`config.mk`:
```
export PLATFORM = sky130hd
export DESIGN_NAME = ripple_carry_adder_8bit
export DESIGN_NICKNAME = d
export VERILOG_FILES = /design/src/rtl/ripple_carry_adder_8bit_pkg.sv /design/src/rtl/full_adder.sv /design/src/rtl/ripple_carry_adder_8bit.sv
export SDC_FILE = /design/constraint.sdc
export NUM_CORES = 1
export LEC_CHECK = 0
export BUFFER_PORTS_ARGS = -buffer_cell sky130_fd_sc_hd__buf_2
export CORE_ASPECT_RATIO = 1.1
export CORE_MARGIN = 4
export CORE_UTILIZATION = 23
export DETAILED_ROUTE_END_ITERATION = 6
export PLACE_DENSITY = 0.49
export SLEW_MARGIN = 15
export SYNTH_ARGS = -nofsm -noshare
export SYNTH_HDL_FRONTEND = slang
export SYNTH_SLANG_ARGS = --single-unit
export TNS_END_PERCENT = 50
```
`constraint.sdc`:
```
create_clock -name clk -period 3.15 [get_ports clk]
set_input_delay 0.1575 -clock clk [delete_from_list [all_inputs] [get_ports clk]]
set_output_delay 0.1575 -clock clk [all_outputs]
set_load 0.01 [all_outputs]
```
`src/rtl/ripple_carry_adder_8bit_pkg.sv`:
```
// -----------------------------------------------------------------------------
// ripple_carry_adder_8bit_pkg
//   Shared constants and types for the 8-bit ripple-carry adder used in the
//   single-precision multiplier datapath (exponent addition).
//
//   ADDER_WIDTH : operand / sum width of the adder
//   operand_t   : unsigned operand vector of ADDER_WIDTH bits
// -----------------------------------------------------------------------------
package ripple_carry_adder_8bit_pkg;

    localparam int ADDER_WIDTH = 8;

    typedef logic [ADDER_WIDTH-1:0] operand_t;

endpackage : ripple_carry_adder_8bit_pkg

```
`src/rtl/full_adder.sv`:
```
// -----------------------------------------------------------------------------
// full_adder
//   One bit of the ripple chain. Purely combinational.
//
//   Ports:
//     a, b  : operand bits
//     cin   : carry in from the next-lower stage
//     s     : sum bit
//     cout  : carry out to the next-higher stage
// -----------------------------------------------------------------------------
module full_adder (
    input  logic a,
    input  logic b,
    input  logic cin,
    output logic s,
    output logic cout
);

    logic prop;

    // Propagate term is shared by the sum and the carry expressions.
    assign prop = a ^ b;
    assign s    = prop ^ cin;
    assign cout = (a & b) | (cin & prop);

endmodule : full_adder

```
`src/rtl/ripple_carry_adder_8bit.sv`:
```
// -----------------------------------------------------------------------------
// ripple_carry_adder_8bit
//   Unsigned ripple-carry adder with no carry-in. Provides a zero-latency
//   combinational result and a one-cycle registered copy with a valid flag
//   for pipelined use.
//
//   Parameters:
//     WIDTH       : operand and sum width (default ADDER_WIDTH = 8)
//
//   Ports:
//     clk         : rising-edge clock
//     rst         : synchronous, active-high reset (registered path only)
//     a, b        : unsigned operands
//     in_valid    : qualifies a/b for the registered path
//     sum         : combinational (a + b) mod 2^WIDTH
//     carry_out   : combinational carry out of the MSB stage
//     sum_q       : registered sum (loaded only when in_valid)
//     carry_out_q : registered carry out (loaded only when in_valid)
//     out_valid   : in_valid delayed by one cycle
// -----------------------------------------------------------------------------
module ripple_carry_adder_8bit
    import ripple_carry_adder_8bit_pkg::*;
#(
    parameter int WIDTH = ADDER_WIDTH
) (
    input  logic             clk,
    input  logic             rst,
    input  logic [WIDTH-1:0] a,
    input  logic [WIDTH-1:0] b,
    input  logic             in_valid,
    output logic [WIDTH-1:0] sum,
    output logic             carry_out,
    output logic [WIDTH-1:0] sum_q,
    output logic             carry_out_q,
    output logic             out_valid
);

    // -------------------------------------------------------------------------
    // Combinational ripple chain: carry[i] is the carry into stage i.
    // -------------------------------------------------------------------------
    logic [WIDTH:0] carry;

    assign carry[0] = 1'b0;

    for (genvar gi = 0; gi < WIDTH; gi++) begin : g_stage
        full_adder u_fa (
            .a    (a[gi]),
            .b    (b[gi]),
            .cin  (carry[gi]),
            .s    (sum[gi]),
            .cout (carry[gi+1])
        );
    end

    assign carry_out = carry[WIDTH];

    // -------------------------------------------------------------------------
    // Registered copy. The result registers only load on a valid transaction
    // so downstream logic can keep reading the last good result while idle.
    // -------------------------------------------------------------------------
    logic [WIDTH-1:0] sum_d;
    logic             carry_out_d;
    logic             out_valid_d;
    logic             out_valid_q;

    always_comb begin
        sum_d       = sum_q;
        carry_out_d = carry_out_q;
        out_valid_d = in_valid;
        if (in_valid) begin
            sum_d       = sum;
            carry_out_d = carry_out;
        end
    end

    always_ff @(posedge clk) begin
        if (rst) begin
            sum_q       <= '0;
            carry_out_q <= 1'b0;
            out_valid_q <= 1'b0;
        end else begin
            sum_q       <= sum_d;
            carry_out_q <= carry_out_d;
            out_valid_q <= out_valid_d;
        end
    end

    assign out_valid = out_valid_q;

endmodule : ripple_carry_adder_8bit

```
==> flow_metrics.py <==
metrics = {
    "critical_path": {
        "crit_path_end_kind": "primary output",
        "cp_data_arrival_time_ps": 3120,
        "timing.rr.end": "sum_q[7]",
        "ff2ff_path_depth": 2,
        "timing_worst_setup_path_type": "input pin to primary output",
        "rr_startpoint": "sum_q[7]",
        "crit_required_ps": 2990,
        "crit_path_max_fanout": 2,
        "ff2ff_setup_slack_ps": 2490,
        "critical_path.startpoint_type": "input pin",
    },
    "synth": {
        "synthCells": 52,
        "post-synth-top-area-fraction_pct": 35.0,
        "proportion_of_synthesized_chip_area_in_sequential_cells_pct": 35.0,
        "synth_warnings": 0,
        "syn_area_per_cell_um2": 11.0,
        "postSynthRegisterBits": 10,
        "synth_top_cells_by_area": "dfxtp_1 (35%), fa_1 (25%), mux2i_1 (12%)",
        "synthDistinctLibCells": 11,
        "synth_area_leader_cell": "dfxtp_1",
        "syn_nets": 79,
        "synthesis.area_um2": 572,
    },
    "run": {
        "maxCapViolCount": 0,
    },
    "clock_tree": {
        "cts.htree.levels": 1,
        "post_cts_resize_count": 6,
        "clock-root-buffer": "clkbuf_4",
        "path_clk_slew_ps": 60,
        "tritoncts_clock_tree": "yes",
        "cts.repair_timing.setup_buffer_count": 0,
        "tritoncts_buffers": 3,
        "worst_skew_pair.late_latency_ps": 250,
        "clock-sinks": 10,
        "post_cts_hold_buffer_count": 0,
        "clock_tree.buffer_depth": 2,
    },
    "power": {
        "totalPowerFinal_uw": 353,
        "total_leakage_power_uw": 0.000406,
        "vdd.ir_drop.worst_mv": 0.193,
        "power_density_nw_per_um2": 443,
    },
    "drt": {
        "drtIter0Drc": 6,
        "drt.antenna.violating_nets": 0,
        "dr_total_vias": 441,
        "wl_mm": 1.29,
        "post_drt_via_cell_ratio": 3.90,
        "drc": 0,
        "wire_per_inst_um": 11.4,
        "dr.pass1.iters": 2,
    },
    "finish": {
        "postLayoutCoreUtil_pct": 34.3,
        "antenna-diode-count": 0,
        "post_route_cells_drive_above_1_share_pct": 59.0,
        "nFillCells": 244,
        "layout-area-overhead-vs-synth_pct": 39.2,
        "final_layout_net_count": 112,
    },
    "worst_hold_path": {
        "holdPathEnd": "sum_q[2]",
        "worstHoldStart": "rst",
        "hold_class": "input pin to flop",
        "instance_count_along_the_most_critical_hold_path": 2,
    },
    "timing": {
        "finClkSkew_ps": 0,
        "timing.final.crit_period_ps": 3280,
        "setup_violations": 1,
        "holdWs_ps": 212,
        "fmax_ghz": 0.305,
        "max_slew_margin_pct": 79.4,
        "finalHoldViolations": 0,
        "slew_violations": 0,
        "finalCritPeriodShare_pct": 104,
        "post-route-worst-setup-slack_ps": -126,
        "unrepaired_setup_endpoints_after_global_routing": "yes",
        "measured_slew_at_the_worst_slew_check_pin_ps": 310,
        "timing.setup.tns_ps": -126,
    },
    "die": {
        "chipWidth_um": 55.5,
        "initial_utilization_pct": 24.6,
        "fp.coreArea_um2": 2320,
        "die-area_um2": 3350,
        "design.portCount": 38,
        "core.rowCount": 18,
        "floorplan.die.height_um": 60.3,
    },
    "outcome": {
        "run_status": "finished with violations",
        "failed_checks": "setup timing",
    },
    "global_routing": {
        "grt_max_degree": 13,
        "globalRoute.totalOverflow": 0,
        "vias_in_the_first_global_route": 486,
        "grt_total_usage_pct": 8.60,
        "number_of_antenna_violations_at_the_first_check_in_global_routing": 0,
        "grt_pass1_wl_mm": 2.17,
    },
    "place": {
        "portBuffers": 37,
        "place_ws_ps": -256,
        "finalWeightedCongestion": 0.760,
    },
}
-- cell usage in the layout (no fill, tap or decap), drive strengths merged --
| cell | count |
|---|---|
| inv | 5 |
| nor2 | 9 |
| clkbuf | 3 |
| ha | 1 |
| nor2b | 1 |
| dfxtp | 10 |
| a211oi | 2 |
| buf | 38 |
| fa | 7 |
| mux2i | 7 |
-- flip-flops by register name, summed over array words and instances, names as in the netlist --
| name | flops |
|---|---|
| carry_out_q | 1 |
| sum_q | 8 |
| out_valid | 1 |
-- how the worst max path moves through the flow --
stage          start      to  slack [ps]  cells after the start
6_report        a[0]  sum[7]        -130                     12
5_1_grt         a[0]  sum[7]        -230                     12
4_1_cts         a[0]  sum[7]        -150                     12
3_5_place_dp    a[0]  sum[7]        -260                     12
3_3_place_gp    a[0]  sum[7]        -240                     12
2_1_floorplan   a[0]  sum[7]         -40                     11
-- kinds of logic after synthesis --
group	count (synthesis)	share of synthesized area [%]
AOI/OAI and AO/OA	2	2.63
adders and majority gates	8	26.7
buffers and inverters	15	16.4
DFF	10	35.0
muxes	7	12.3
and+or+nand+nor	10	7.00
-- through the flow --
step	area [um2]	std cells
2_1_floorplan	584	52
3_3_place_gp	739	110
3_5_place_dp	739	110
4_1_cts	790	113
5_1_grt	796	113
6_report	796	113
-- synthesized netlist by cell type --
cell / n
ha_1: 1
clkbuf_1: 1
buf_4: 8
fa_1: 7
a211oi_1: 2
mux2i_1: 7
nor2b_1: 1
inv_1: 5
nor2_1: 9
dfxtp_1: 10
buf_6: 1
-- per-layer routing --
| layer | vias up | GRT usage [%] | part of all wire (%) |
|---|---|---|---|
| li1 | 215 | - | - |
| met1 | 199 | 10.2 | 42 |
| met2 | 27 | 13.0 | 47 |
| met3 | 0 | 3.67 | 11 |
| met4 | 0 | 5.21 | 0 |
| met5 | - | 0 | 0 |
-- report_power, final --
part	leakage, uW	internal, uW	switching (uW)	total [uW]
Combinational	0.000310	62.2	62.9	125
Sequential	0.0000828	139	5.04	144
Clock	0.0000138	43.9	40.0	84.0
Total	0.000406	245	108	353
-- cell type report --
class	instances	area, um2	share of cell area (%)
Tap cell	30	37.5	4.72
Multi-Input combinational cell	27	305	38.4
Sequential cell	10	200	25.2
Inverter	5	18.8	2.36
Clock buffer	3	22.5	2.83
Timing Repair Buffer	38	211	26.6
-- worst max-delay path: stages --
cell and delay, ps:
buf_6 100, ha_4 150, fa_2 330, fa_2 350, fa_2 350, fa_2 350, fa_2 340, fa_2 340
inv_2 60, fa_1 420, inv_1 90, buf_6 100
No activity file was read; power rests on OpenSTA's default activity.
